--- src/rtl/ram_copy_engine.sv ---
// ram_copy_engine: single-port RAM initiator that copies or fills word blocks.
// Ports: clk, resetb (sync, active-low); command start/mode/src_addr/dst_addr/
//   len/fill_data; status busy/done; RAM side ram_cs/ram_rnw/ram_address/
//   ram_din (registered outputs) and ram_dout (read data, one cycle latency).
module ram_copy_engine #(
    parameter int AW = 12,
    parameter int DW = 32
) (
    input  logic          clk,
    input  logic          resetb,
    input  logic          start,
    input  logic          mode,
    input  logic [AW-1:0] src_addr,
    input  logic [AW-1:0] dst_addr,
    input  logic [AW:0]   len,
    input  logic [DW-1:0] fill_data,
    output logic          busy,
    output logic          done,
    output logic          ram_cs,
    output logic          ram_rnw,
    output logic [AW-1:0] ram_address,
    output logic [DW-1:0] ram_din,
    input  logic [DW-1:0] ram_dout
);

    typedef enum logic [2:0] {
        IDLE, RD, CAP, WR, FILL, DONE
    } state_t;

    state_t        state_q, state_d;
    logic [AW-1:0] src_q, src_d;
    logic [AW-1:0] dst_q, dst_d;
    logic [AW:0]   len_q, len_d;
    logic [DW-1:0] fill_q, fill_d;
    // Number of words whose write has already been issued.
    logic [AW:0]   cnt_q, cnt_d;

    logic          busy_d, done_d, cs_d, rnw_d;
    logic [AW-1:0] addr_d;
    logic [DW-1:0] din_d;

    always_ff @(posedge clk) begin
        if (!resetb) begin
            state_q     <= IDLE;
            src_q       <= '0;
            dst_q       <= '0;
            len_q       <= '0;
            fill_q      <= '0;
            cnt_q       <= '0;
            busy        <= 1'b0;
            done        <= 1'b0;
            ram_cs      <= 1'b0;
            ram_rnw     <= 1'b1;
            ram_address <= '0;
            ram_din     <= '0;
        end else begin
            state_q     <= state_d;
            src_q       <= src_d;
            dst_q       <= dst_d;
            len_q       <= len_d;
            fill_q      <= fill_d;
            cnt_q       <= cnt_d;
            busy        <= busy_d;
            done        <= done_d;
            ram_cs      <= cs_d;
            ram_rnw     <= rnw_d;
            ram_address <= addr_d;
            ram_din     <= din_d;
        end
    end

    // Outputs are computed for the state being entered and registered,
    // so each state's RAM signals appear during that state's cycle.
    always_comb begin
        state_d = state_q;
        src_d   = src_q;
        dst_d   = dst_q;
        len_d   = len_q;
        fill_d  = fill_q;
        cnt_d   = cnt_q;
        busy_d  = 1'b0;
        done_d  = 1'b0;
        cs_d    = 1'b0;
        rnw_d   = 1'b1;
        addr_d  = ram_address;
        din_d   = ram_din;
        unique case (state_q)
            IDLE: begin
                if (start) begin
                    src_d  = src_addr;
                    dst_d  = dst_addr;
                    len_d  = len;
                    fill_d = fill_data;
                    cnt_d  = '0;
                    if (len == '0) begin
                        state_d = DONE;
                        done_d  = 1'b1;
                    end else if (mode) begin
                        state_d = FILL;
                        busy_d  = 1'b1;
                        cs_d    = 1'b1;
                        rnw_d   = 1'b0;
                        addr_d  = dst_addr;
                        din_d   = fill_data;
                        cnt_d   = {{AW{1'b0}}, 1'b1};
                    end else begin
                        state_d = RD;
                        busy_d  = 1'b1;
                        cs_d    = 1'b1;
                        addr_d  = src_addr;
                    end
                end
            end
            RD: begin
                state_d = CAP;
                busy_d  = 1'b1;
            end
            CAP: begin
                // Read data is valid now; it becomes the write data of WR.
                state_d = WR;
                busy_d  = 1'b1;
                cs_d    = 1'b1;
                rnw_d   = 1'b0;
                addr_d  = dst_q + cnt_q[AW-1:0];
                din_d   = ram_dout;
                cnt_d   = cnt_q + 1'b1;
            end
            WR: begin
                if (cnt_q < len_q) begin
                    state_d = RD;
                    busy_d  = 1'b1;
                    cs_d    = 1'b1;
                    addr_d  = src_q + cnt_q[AW-1:0];
                end else begin
                    state_d = DONE;
                    done_d  = 1'b1;
                end
            end
            FILL: begin
                if (cnt_q < len_q) begin
                    busy_d = 1'b1;
                    cs_d   = 1'b1;
                    rnw_d  = 1'b0;
                    addr_d = dst_q + cnt_q[AW-1:0];
                    din_d  = fill_q;
                    cnt_d  = cnt_q + 1'b1;
                end else begin
                    state_d = DONE;
                    done_d  = 1'b1;
                end
            end
            DONE: begin
                state_d = IDLE;
            end
            default: begin
                state_d = IDLE;
            end
        endcase
    end

endmodule

--- config.mk ---
export PLATFORM = sky130hd
export DESIGN_NAME = ram_copy_engine
export DESIGN_NICKNAME = d
export VERILOG_FILES = /design/src/rtl/ram_copy_engine.sv
export SDC_FILE = /design/constraint.sdc
export NUM_CORES = 1
export LEC_CHECK = 0
export ABC_AREA = 1
export CAP_MARGIN = 20
export CORE_MARGIN = 1
export CORE_UTILIZATION = 55
export CTS_CLUSTER_DIAMETER = 30
export DETAILED_ROUTE_END_ITERATION = 8
export PLACE_DENSITY = 0.82
export SKIP_CTS_REPAIR_TIMING = 1
export SKIP_LAST_GASP = 1
export SYNTH_ARGS = -nofsm -noshare
export SYNTH_HDL_FRONTEND = slang
export SYNTH_SLANG_ARGS = --single-unit
--- constraint.sdc ---
create_clock -name clk -period 4.55 [get_ports clk]
set_input_delay 1.1375 -clock clk [delete_from_list [all_inputs] [get_ports clk]]
set_output_delay 1.1375 -clock clk [all_outputs]
set_load 0.1 [all_outputs]
==> out/results.txt <==
pin count of the biggest net entering global routing = 73
count of antenna-violating nets left after detailed routing = 0
outcome = finished clean
post-synth cell types = 37
Required @ worst endpoint = 4.87 ns
sum of negative setup slack = 0 ns
most common flop cell mapped by yosys = sky130_fd_sc_hd__dfxtp_1
Post-synth ARST share = 0%
iteration-0 DRC count of the detailed router = 704
crit path time final = 3.13 ns
std cell rows = 42
capturing point of the worst reg2reg path = ram_address[6]
average footprint of a synthesized cell = 6.36 um2
share of post-route cells with drive strength above 1 = 4.86%
total count of hold-check failures in the final report = 0
post-synth top area share = 35.5%
unrepaired setup endpoints after global routing = false
cell at the root of the clock tree = sky130_fd_sc_hd__clkbuf_16
critical path's most frequent cell = sky130_fd_sc_hd__nand2_1
kind of cell adding the most delay to the critical path = simple AND/OR/NAND/NOR gates
final worst-path cycle share = 68.7%
number of H-tree levels = 4
sequential-to-total area share from yosys stat = 35.5%
post-route worst hold slack = 0.447 ns
register-to-register setup slack = 1.42 ns
area of the placeable core = 13300 um2
most used standard cells in the synthesized netlist = sky130_fd_sc_hd__nand2_1 (268), sky130_fd_sc_hd__inv_1 (183), sky130_fd_sc_hd__nor2_1 (144)
top cell type by total area after synthesis = sky130_fd_sc_hd__dfxtp_1
CTS sink cnt = 133
number of buffers between clock root and the deepest sink = 2
sw power = 3.86 mW
switching share of total power = 51.2%
worst max-slew margin expressed relative to the limit = 31.5%
Starting Density = 56.5%
highest clock rate = 320 MHz
Ys Warns = 0
sort of element at the start of the critical path = flop
highest-delay cell along the critical path = sky130_fd_sc_hd__nand2_2
Crit path depth = 15
Placer Congestion = 0.906
R2R cell count = 15
Peak VDD IR = 0.522 mV
count of buffers from port buffering = 152
number of max-capacitance violations reported = 0
highest fanout seen on the critical path = 28
number of nets in the layout = 1434
number of remaining DRC errors = 0
DR vias/cell = 5.29
overall die area = 14100 um2
initial antenna violation count = 0
synthesized instance count = 1181
crit path kind = flop to flop
Bufs and invs on worst path = 0
clock-pin slew on the worst setup and hold paths = 0.06 ns
worst hold path class = flop to flop
internal power = 3.68 mW
max-slew violation count = 0
total number of vias = 7894
TritonCTS buffer count = 17
CP cell instances = nor2_2, nand2_2, nand2_4, nand2_1, o21ai_0, ha_1, fa_1, nand2_1, nand3_1, nand3_1, a21oi_1, o21ai_0, nand2_1, nand2_1, nor2_1
Power Dens Cells = 782 nW/um2
sequential power share = 23.8%
Leak Pwr = 4.48 nW
die height = 119 um
overall routing resource usage = 30.2%
number of nets produced by synthesis = 1312
WP data arrival = 3.44 ns
remaining global-route overflow = 0
wire length of the first global-routing pass = 34200 um
most frequently used cell type in the post-synthesis netlist = sky130_fd_sc_hd__nand2_1
Critical Path End = ram_address[6]
Critical R2R Launch = state_q[0]
Worst setup startpoint = state_q[0]
actual transition at the worst max-transition pin = 1.02 ns
FF+latch count, synth = 133
post-detailed-placement half-perimeter wirelength = 14300 um
CTS tree = built
endpoint type of the worst setup path = flop
synthesis-to-layout area growth = 28.4%
first-pass detailed-route iteration total = 6
number of global-route vias before repair = 7204
I/O pins = 153
horizontal extent of the die = 119 um
WL per Instance = 14.1 um
cell area after synthesis = 7510 um2
endpoints failing setup = 0
ranking of synthesized cells by area = sky130_fd_sc_hd__dfxtp_1 (35%), sky130_fd_sc_hd__nand2_1 (13%), sky130_fd_sc_hd__inv_1 (9.2%)
Diodes inserted = 0
Clk Latency, worst-skew pair = 0.42 ns
delay of the slowest critical-path stage = 0.44 ns
fraction of power consumed by combinational cells = 56.8%
clock network power share = 19.4%
post-route clock skew = 0.00514 ns
number of synthesized flops with an enable pin = 0
Routed WL = 21100 um
## placed cells by master (no fill, tap or decap), drive strengths merged, types with 20 or more instances in the layout
cell type / instances
nand2: 274
a21oi: 112
ha: 25
clkbuf: 20
clkdlybuf4s50: 151
o21ai: 129
nand3: 51
nor2: 149
dfxtp: 133
nand4: 36
inv: 192
## kinds of logic after synthesis
family | synth area share [%]
simple gates | 29.1
compound gates | 17.1
buf+inv | 13.5
xor+xnor | 0.350
fa+ha+maj | 4.43
flops | 35.5
## metrics by stage
stage	util, %	instance area [um2]	instances	power (mW)	setup WS, ns
after global placement	67.8	9020	1460	5.98	1.43
after global routing	72.5	9640	1492	8.04	1.14
after detailed placement	67.8	9020	1460	6.04	1.38
after CTS	72.5	9640	1492	7.53	1.41
final	72.5	9640	1492	7.54	1.42
after floorplan	-	7510	1181	5.11	2.13
## area by class of cell
class | count | area, um2
Fill cell | 1125 | 3650
Tap cell | 176 | 220
Inverter | 192 | 721
Sequential cell | 133 | 2660
Clock buffer | 20 | 447
Multi-Input combinational cell | 798 | 3830
Clock inverter | 12 | 176
Timing Repair Buffer | 161 | 1590
## sequential cells by signal, summed over array words and instances (netlist names)
name / cells
fill_q: 32
ram_din: 32
cnt_q: 13
len_q: 13
dst_q: 12
ram_address: 12
src_q: 12
state_q: 3
busy: 1
done: 1
ram_cs: 1
ram_rnw: 1
## per-layer routing
| layer | GRT usage [%] | vias to the layer above | routed length (um) |
|---|---|---|---|
| met3 | 5.12 | 48 | 1550 |
| met5 | 0 | - | 0 |
| met4 | 11.2 | 0 | 482 |
| li1 | - | 3992 | - |
| met2 | 49.5 | 310 | 9730 |
| met1 | 39.7 | 3544 | 9340 |
## worst min-delay path by stage
stage                     startpoint         end  cells past startpoint
after detailed placement  fill_q[28]  fill_q[28]                      2
after floorplan           fill_q[17]  fill_q[17]                      2
final                     fill_q[30]  fill_q[30]                      2
after global placement    fill_q[26]  fill_q[26]                      2
after CTS                 fill_q[28]  fill_q[28]                      2
after global routing       src_q[10]   src_q[10]                      2
## power groups by stage
stage               sequential, mW  combinational (mW)  clock, mW
floorplan                     2.82                2.29          0
global placement              1.80                4.17          0
detailed placement            1.81                4.23          0
CTS                           1.79                4.27       1.46
global route                  1.84                4.67       1.53
finish                        1.79                4.29       1.46
## worst reg2reg max path, stage by stage, from the launching register on
cell and delay (ns):
sky130_fd_sc_hd__dfxtp_1 0.43, sky130_fd_sc_hd__nor2_2 0.09, sky130_fd_sc_hd__nand2_2 0.44, sky130_fd_sc_hd__nand2_4 0.31, sky130_fd_sc_hd__nand2_1 0.12, sky130_fd_sc_hd__o21ai_0 0.09
sky130_fd_sc_hd__ha_1 0.25, sky130_fd_sc_hd__fa_1 0.42, sky130_fd_sc_hd__nand2_1 0.10, sky130_fd_sc_hd__nand3_1 0.12, sky130_fd_sc_hd__nand3_1 0.11, sky130_fd_sc_hd__a21oi_1 0.07
sky130_fd_sc_hd__o21ai_0 0.24, sky130_fd_sc_hd__nand2_1 0.10, sky130_fd_sc_hd__nand2_1 0.07, sky130_fd_sc_hd__nor2_1 0.04
(Power assumes the default switching activity.)
